### config.mk
export PLATFORM = sky130hd
export DESIGN_NAME = hunt_round_ctl
export DESIGN_NICKNAME = d
export VERILOG_FILES = /design/src/rtl/hunt_round_ctl_pkg.sv /design/src/rtl/hunt_round_ctl_hit_box_detect.sv /design/src/rtl/hunt_round_ctl.sv
export SDC_FILE = /design/constraint.sdc
export NUM_CORES = 1
export LEC_CHECK = 0
export BUFFER_PORTS_ARGS = -buffer_cell sky130_fd_sc_hd__buf_2
export CAP_MARGIN = 20
export CORE_MARGIN = 3
export CORE_UTILIZATION = 63
export CTS_CLUSTER_DIAMETER = 100
export CTS_CLUSTER_SIZE = 8
export DETAILED_ROUTE_END_ITERATION = 8
export GPL_TIMING_DRIVEN = 0
export PLACE_DENSITY = 0.95
export SYNTH_ARGS = -nofsm -noshare
export SYNTH_HDL_FRONTEND = slang
export SYNTH_SLANG_ARGS = --single-unit
### constraint.sdc
create_clock -name clk -period 8.8 [get_ports clk]
set_input_delay 1.76 -clock clk [delete_from_list [all_inputs] [get_ports clk]]
set_output_delay 1.76 -clock clk [all_outputs]
set_load 0.02 [all_outputs]
### src/rtl/hunt_round_ctl_pkg.sv
// Shared types, widths and saturating arithmetic for the duck-hunt round controller.
package game_pkg;

  typedef enum logic [2:0] {
    IDLE,
    ROUND_INTRO,
    HUNT,
    ROUND_END,
    GAME_OVER
  } hunt_state_t;

  localparam int SCORE_W = 7;
  localparam int AMMO_W  = 7;
  localparam int MAG_W   = 3;
  localparam int ROUND_W = 4;
  localparam int POS_W   = 12;

  // Adds b to a, clamping at max so the two-digit display never wraps.
  function automatic logic [SCORE_W-1:0] sat_add(input logic [SCORE_W-1:0] a,
                                                 input logic [SCORE_W-1:0] b,
                                                 input logic [SCORE_W-1:0] max);
    logic [SCORE_W:0] sum;
    sum = {1'b0, a} + {1'b0, b};
    if (sum > {1'b0, max}) return max;
    return sum[SCORE_W-1:0];
  endfunction

endpackage

### src/rtl/hunt_round_ctl_hit_box_detect.sv
// Combinational test of whether the cursor lies inside one target's hit box.
module hit_box_detect
  import game_pkg::*;
#(
  parameter int TARGET_W = 64,
  parameter int TARGET_H = 64
) (
  input  logic [POS_W-1:0] i_mouse_x,
  input  logic [POS_W-1:0] i_mouse_y,
  input  logic [POS_W-1:0] i_target_x,
  input  logic [POS_W-1:0] i_target_y,
  output logic             o_inside
);

  // One extra bit so a target near the screen edge cannot wrap its far corner.
  logic [POS_W:0] w_x_end;
  logic [POS_W:0] w_y_end;

  assign w_x_end = {1'b0, i_target_x} + (POS_W+1)'(TARGET_W);
  assign w_y_end = {1'b0, i_target_y} + (POS_W+1)'(TARGET_H);

  assign o_inside = (i_mouse_x >= i_target_x) && ({1'b0, i_mouse_x} < w_x_end) &&
                    (i_mouse_y >= i_target_y) && ({1'b0, i_mouse_y} < w_y_end);

endmodule

### src/rtl/hunt_round_ctl.sv
// Round / ammo / score controller for NUM_TARGETS simultaneous targets.
// Handshake: none; fire/reload act on level-to-high edges and every effect appears one clock later.
module hunt_round_ctl
  import game_pkg::*;
#(
  parameter int NUM_TARGETS  = 2,
  parameter int MAG_SIZE     = 3,
  parameter int TOTAL_AMMO   = 30,
  parameter int ROUNDS       = 10,
  parameter int TARGET_W     = 64,
  parameter int TARGET_H     = 64,
  parameter int INTRO_CYCLES = 65000000,
  parameter int DOG_CYCLES   = 97500000,
  parameter int SCORE_MAX    = 99
) (
  input  logic                         clk,
  input  logic                         rst,
  input  logic                         game_enable,
  input  logic                         left_mouse,
  input  logic                         right_mouse,
  input  logic [POS_W-1:0]             mouse_xpos,
  input  logic [POS_W-1:0]             mouse_ypos,
  input  logic [NUM_TARGETS*POS_W-1:0] target_xpos,
  input  logic [NUM_TARGETS*POS_W-1:0] target_ypos,
  input  logic [NUM_TARGETS-1:0]       target_escaped,
  output logic [NUM_TARGETS-1:0]       target_killed,
  output logic                         hunt_start,
  output logic                         dog_bird_enable,
  output logic [MAG_W-1:0]             bullets_in_magazine,
  output logic [AMMO_W-1:0]            bullets_left,
  output logic                         show_reload_char,
  output logic [SCORE_W-1:0]           my_score,
  output logic [SCORE_W-1:0]           enemy_score,
  output logic [ROUND_W-1:0]           round_num,
  output logic                         game_finished,
  output hunt_state_t                  o_dbg_state
);

  localparam int TMR_MAX = (INTRO_CYCLES > DOG_CYCLES) ? INTRO_CYCLES : DOG_CYCLES;
  localparam int TMR_W   = $clog2(TMR_MAX + 1);

  // Timer holds "cycles remaining minus one" so the phase lasts exactly the configured count.
  localparam logic [TMR_W-1:0]   INTRO_LOAD = TMR_W'(INTRO_CYCLES - 1);
  localparam logic [TMR_W-1:0]   DOG_LOAD   = TMR_W'(DOG_CYCLES - 1);
  localparam logic [SCORE_W-1:0] SMAX       = SCORE_W'(SCORE_MAX);

  hunt_state_t                r_state, w_state_nxt;
  logic [TMR_W-1:0]           r_timer, w_timer_nxt;
  logic [MAG_W-1:0]           r_mag, w_mag_nxt;
  logic [AMMO_W-1:0]          r_bullets, w_bullets_nxt;
  logic [SCORE_W-1:0]         r_my_score, w_my_nxt;
  logic [SCORE_W-1:0]         r_enemy_score, w_enemy_nxt;
  logic [ROUND_W-1:0]         r_round, w_round_nxt;
  logic [NUM_TARGETS-1:0]     r_killed, w_killed_nxt;
  logic [NUM_TARGETS-1:0]     r_resolved, w_resolved_nxt;
  logic                       r_left_prev;
  logic                       r_right_prev;

  logic [NUM_TARGETS-1:0]     w_inside;
  logic [NUM_TARGETS-1:0]     w_hit;
  logic                       w_found;
  logic                       w_fire;
  logic                       w_reload;
  logic                       w_shot;
  logic                       w_empty;
  logic [NUM_TARGETS-1:0]     w_kill;
  logic [NUM_TARGETS-1:0]     w_esc;
  logic [AMMO_W-1:0]          w_space;
  logic [AMMO_W-1:0]          w_reload_amt;
  logic [MAG_W-1:0]           w_mag_rld;
  logic [AMMO_W-1:0]          w_bullets_rld;

  function automatic logic [SCORE_W-1:0] count_ones(input logic [NUM_TARGETS-1:0] v);
    logic [SCORE_W-1:0] n;
    n = '0;
    for (int i = 0; i < NUM_TARGETS; i++) n = n + SCORE_W'(v[i]);
    return n;
  endfunction

  for (genvar g = 0; g < NUM_TARGETS; g++) begin : g_hit
    hit_box_detect #(
      .TARGET_W(TARGET_W),
      .TARGET_H(TARGET_H)
    ) u_hit (
      .i_mouse_x (mouse_xpos),
      .i_mouse_y (mouse_ypos),
      .i_target_x(target_xpos[g*POS_W +: POS_W]),
      .i_target_y(target_ypos[g*POS_W +: POS_W]),
      .o_inside  (w_inside[g])
    );
  end

  // A simultaneous fire edge always swallows the reload edge.
  assign w_fire   = left_mouse & ~r_left_prev;
  assign w_reload = right_mouse & ~r_right_prev & ~w_fire;
  assign w_shot   = (r_state == HUNT) && w_fire && (r_mag != '0);
  assign w_empty  = (r_mag == '0) && (r_bullets == '0);

  // Lowest-index unresolved target under the cursor takes the shot.
  always_comb begin
    w_hit   = '0;
    w_found = 1'b0;
    for (int i = 0; i < NUM_TARGETS; i++) begin
      if (!w_found && w_inside[i] && !r_resolved[i]) begin
        w_hit[i] = 1'b1;
        w_found  = 1'b1;
      end
    end
  end

  assign w_kill = w_shot ? w_hit : '0;
  assign w_esc  = target_escaped & ~r_resolved & ~w_kill;

  assign w_space       = AMMO_W'(MAG_W'(MAG_SIZE) - r_mag);
  assign w_reload_amt  = (w_space < r_bullets) ? w_space : r_bullets;
  assign w_mag_rld     = w_reload ? r_mag + w_reload_amt[MAG_W-1:0] : r_mag;
  assign w_bullets_rld = w_reload ? r_bullets - w_reload_amt : r_bullets;

  always_comb begin
    w_state_nxt    = r_state;
    w_timer_nxt    = r_timer;
    w_mag_nxt      = r_mag;
    w_bullets_nxt  = r_bullets;
    w_my_nxt       = r_my_score;
    w_enemy_nxt    = r_enemy_score;
    w_round_nxt    = r_round;
    w_killed_nxt   = r_killed;
    w_resolved_nxt = r_resolved;

    case (r_state)
      IDLE: begin
        if (game_enable) begin
          w_state_nxt    = ROUND_INTRO;
          w_timer_nxt    = INTRO_LOAD;
          w_mag_nxt      = MAG_W'(MAG_SIZE);
          w_bullets_nxt  = AMMO_W'(TOTAL_AMMO - MAG_SIZE);
          w_my_nxt       = '0;
          w_enemy_nxt    = '0;
          w_round_nxt    = ROUND_W'(1);
          w_killed_nxt   = '0;
          w_resolved_nxt = '0;
        end
      end

      ROUND_INTRO: begin
        w_mag_nxt     = w_mag_rld;
        w_bullets_nxt = w_bullets_rld;
        if (r_timer == '0) w_state_nxt = HUNT;
        else               w_timer_nxt = r_timer - TMR_W'(1);
      end

      HUNT: begin
        if (w_empty) begin
          // Out of ammo: every target still flying counts as an escape.
          w_enemy_nxt    = sat_add(r_enemy_score, count_ones(~r_resolved), SMAX);
          w_resolved_nxt = '1;
          w_state_nxt    = ROUND_END;
          w_timer_nxt    = DOG_LOAD;
        end else begin
          w_mag_nxt      = w_shot ? r_mag - MAG_W'(1) : w_mag_rld;
          w_bullets_nxt  = w_bullets_rld;
          w_killed_nxt   = r_killed | w_kill;
          w_resolved_nxt = r_resolved | w_kill | w_esc;
          w_my_nxt       = sat_add(r_my_score, SCORE_W'(|w_kill), SMAX);
          w_enemy_nxt    = sat_add(r_enemy_score, count_ones(w_esc), SMAX);
          if (&w_resolved_nxt) begin
            w_state_nxt = ROUND_END;
            w_timer_nxt = DOG_LOAD;
          end
        end
      end

      ROUND_END: begin
        w_mag_nxt     = w_mag_rld;
        w_bullets_nxt = w_bullets_rld;
        if (r_timer != '0) begin
          w_timer_nxt = r_timer - TMR_W'(1);
        end else if ((r_round == ROUND_W'(ROUNDS)) || w_empty) begin
          w_state_nxt = GAME_OVER;
        end else begin
          w_state_nxt    = ROUND_INTRO;
          w_timer_nxt    = INTRO_LOAD;
          w_round_nxt    = r_round + ROUND_W'(1);
          w_killed_nxt   = '0;
          w_resolved_nxt = '0;
        end
      end

      GAME_OVER: ;

      default: w_state_nxt = IDLE;
    endcase

    if (!game_enable) begin
      w_state_nxt    = IDLE;
      w_timer_nxt    = '0;
      w_mag_nxt      = '0;
      w_bullets_nxt  = '0;
      w_my_nxt       = '0;
      w_enemy_nxt    = '0;
      w_round_nxt    = '0;
      w_killed_nxt   = '0;
      w_resolved_nxt = '0;
    end
  end

  always_ff @(posedge clk) begin
    if (rst) begin
      r_state       <= IDLE;
      r_timer       <= '0;
      r_mag         <= '0;
      r_bullets     <= '0;
      r_my_score    <= '0;
      r_enemy_score <= '0;
      r_round       <= '0;
      r_killed      <= '0;
      r_resolved    <= '0;
      r_left_prev   <= 1'b0;
      r_right_prev  <= 1'b0;
    end else begin
      r_state       <= w_state_nxt;
      r_timer       <= w_timer_nxt;
      r_mag         <= w_mag_nxt;
      r_bullets     <= w_bullets_nxt;
      r_my_score    <= w_my_nxt;
      r_enemy_score <= w_enemy_nxt;
      r_round       <= w_round_nxt;
      r_killed      <= w_killed_nxt;
      r_resolved    <= w_resolved_nxt;
      r_left_prev   <= left_mouse;
      r_right_prev  <= right_mouse;
    end
  end

  assign target_killed       = r_killed;
  assign hunt_start          = (r_state == HUNT);
  assign dog_bird_enable     = (r_state == ROUND_END) && (|r_killed);
  assign bullets_in_magazine = r_mag;
  assign bullets_left        = r_bullets;
  assign show_reload_char    = (r_mag == '0) && (r_bullets != '0);
  assign my_score            = r_my_score;
  assign enemy_score         = r_enemy_score;
  assign round_num           = r_round;
  assign game_finished       = (r_state == GAME_OVER);
  assign o_dbg_state         = r_state;

endmodule

==> metrics.md <==
| Metric | Value |
|---|---|
| Required @ worst endpoint | `9.02 ns` |
| Mapped cell area | `6680 sq um` |
| I/O pins | `116` |
| Yosys top cell area share | `19.2%` |
| Top cells by area, synth | `dfxtp_1 (19%), ha_1 (19%), a21oi_1 (5.1%), o21ai_0 (4.4%), inv_1 (4.3%)` |
| H-tree Lvls | `3` |
| Final Critical Period | `6.36 ns` |
| Final ANT Viol Nets | `0` |
| Worst Skew | `0.0143 ns` |
| FF/Latch Area | `1280 sq um` |
| Kind of critical path | `in -> reg` |
| DRT Wirelength | `19.9 mm` |
| Largest area contributor in the netlist | `dfxtp_1` |
| Fin. Hold Viols | `0` |
| Final #Nets | `1205` |
| Top FF cell, synth | `dfxtp_1` |
| Wire per inst | `17.2 um` |
| Post-DP Area | `7420 sq um` |
| Root Driver | `clkbuf_8` |
| Number of distinct library cells after synthesis | `66` |
| Core ar. | `10000 sq um` |
| FP Rows | `36` |
| Detailed-route DRC error count | `0` |
| Total power | `0.000819 W` |
| Height of the die | `109 um` |
| Cts bufs inserted | `9` |
| Area of the die | `11900 sq um` |
| Fill count | `789` |
| Syn_area_per_cell | `7.45 sq um` |
| Worst slew pin tran | `0.813 ns` |
| Post-cts sizing count | `0` |
| Area grow syn2layout | `13.7%` |
| Post-CTS Repair Setup Buffers | `0` |
| Initial antenna violation count | `0` |
| Worst setup EP type | `flop` |
| Largest net degree at the start of global routing | `12` |
| Hold Path Class | `reg -> reg` |
| Port Buf Inserts | `115` |
| RSZ-0062 raised after global routing | `no` |
| Arrival time worst endpoint | `6.58 ns` |
| Max Slew Vio Count | `0` |
| Crit path max fanout | `8` |
| Mapped Nets | `1079` |
| Post-synthesis register bit count | `64` |
| Fin crit share | `72.3%` |
| Setup Viol. Count Final | `0` |
| Starting Density | `66.5%` |
| Utilization after layout | `75.6%` |
| Vias/cell | `6.47` |
| Cells after Synth | `897` |
| CTS tree | `yes` |
| Ratio of cells with drive above 1 in the final layout | `14.7%` |
| Initial drt markers | `830` |
| Final instance area | `7590 sq um` |
| Max VDD drop | `0.000123 V` |
| Fmax | `157 MHz` |
| DR pass1 iterations | `5` |
| Pwr per Cell Area | `108 nW/um^2` |
| Hold buffer count at CTS | `0` |
| FFs w/ async S/R, synth | `0%` |
| Slew margin rel. | `45.6%` |
| Synth warn | `0` |
| Die Width | `109 um` |
| Skew-Pair Late Insertion Delay | `0.37 ns` |
| GRT Overall Usage | `33.8%` |
| First-pass GRT wire length | `32.5 mm` |
| Post-synth EDFFs | `0` |
| CTS clk-pin slew, worst paths | `0.07 ns` |
| TNS Setup | `0 ns` |
| Seq/Total Area, Yosys | `19.2%` |
| Post-DP HPWL | `15.2 mm` |
| Antenna diodes | `0` |
| Fin Hold WS | `0.476 ns` |
| Lkg Pwr | `3.52 nW` |
| Number of max-cap violations | `0` |
| Multi-input gate area | `4970 sq um` |
| GP Congestion | `0.954` |
| Global route overflow | `0` |
| Vias in the first global route | `7051` |
| Longest Clk Path Bufs | `2` |
| Status | `finished, final reports clean` |
| Number of clock sinks | `64` |
| Vias | `7499` |
| Worst Setup Start Kind | `input pin` |
==> cell type report <==
cell class                      count  area share, %
Timing Repair Buffer              115           7.58
Tap cell                          133           2.19
Sequential cell                    64           16.9
Clock buffer                       14           2.27
Multi-Input combinational cell    722           65.4
Buffer                             34           1.83
Inverter                           77           3.81
==> per-layer routing <==
layer,up-vias,track usage [%],share of wire (%),wire [um]
met1,3429,42.0,39,7800
met5,-,0,0,0
li1,3555,-,-,-
met2,452,57.0,47,9310
met3,63,8.17,11,2240
met4,0,11.7,2.8,555
==> stage by stage <==
step	std cells	setup WS [ns]
global placement	1145	2.48
finish	1159	2.44
global route	1159	2.13
detailed placement	1145	2.33
CTS	1159	2.65
floorplan	897	3.03
==> final timing paths <==
check / from / end / slack (ns) / depth (start not counted)
worst max-delay path: target_xpos[6] / enemy_score[3] / 2.44 / 22
worst min register to register: r_timer[21] / r_timer[21] / 0.48 / 2
worst max register to register: bullets_in_magazine[0] / enemy_score[4] / 3.98 / 20
worst min-delay path: r_timer[21] / r_timer[21] / 0.48 / 2
==> flip-flops by register name (all words and copies together) (netlist names) <==
name                 cells
bullets_in_magazine      3
bullets_left             7
enemy_score              7
my_score                 7
o_dbg_state              3
r_left_prev              1
r_resolved               2
r_right_prev             1
r_timer                 27
round_num                4
target_killed            2
==> logic make-up (layout without fill, tap and decap cells) <==
logic type / after synthesis / count (layout) / share of synthesized area, %
compound gates: 255 / 255 / 24.3
xor+xnor: 29 / 29 / 3.80
fa+ha+maj: 103 / 103 / 19.7
buf+inv: 111 / 240 / 6.41
flops: 64 / 64 / 19.2
mux: 8 / 8 / 1.22
simple gates: 327 / 327 / 25.3
==> synthesized netlist by cell type (all sizes together), types with 8 or more instances <==
cell type	number
nand4	14
and3	14
xnor2	20
buf	8
nand3	38
clkbuf	26
nor2	69
a31oi	22
a21o	15
nand2b	15
or4	8
inv	77
nor2b	19
a211oi	21
o211ai	12
a21oi	68
xor2	9
dfxtp	64
o21ai	62
ha	99
nor3	32
nor3b	8
nor4	13
nand2	68
==> cell usage in the layout, fill, tap and decap left out, types with 7 or more instances in the layout <==
cell type,instances
buf_2,121
ha_1,99
inv_1,77
nor2_1,69
a21oi_1,68
nand2_1,68
dfxtp_1,64
o21ai_0,59
nand3_1,38
nor3_1,32
clkbuf_1,28
a211oi_1,21
a31oi_1,21
xnor2_1,20
nor2b_1,19
nand2b_1,15
a21o_1,15
nand4_1,14
and3_1,14
o211ai_1,12
clkbuf_8,12
nor4_1,11
xor2_1,9
nor3b_1,8
o21a_1,7
mux2i_1,7
or4_1,7
==> worst max-delay path, stage by stage <==
cell and delay (ns):
buf_2 0.13, ha_1 0.21, nand3_1 0.12, xnor2_1 0.14, ha_1 0.30, nand3_1 0.10, a2111oi_0 0.64, nor4_1 0.13
nand3_1 0.18, or2_2 0.17, nor3b_1 0.27, fa_1 0.41, ha_1 0.31, and3_1 0.23, nand3_1 0.15, xor2_1 0.20
nor4_1 0.28, a41oi_1 0.13, nand2_1 0.23, inv_1 0.10, a221oi_1 0.29, a211oi_1 0.08
==> report_power, final <==
part	switching (W)	internal [W]
clock	0.000116	0.000123
sequential	0.0000125	0.000299
combinational	0.000158	0.000111
total	0.000286	0.000533
Power figures use the tool's default switching activity.
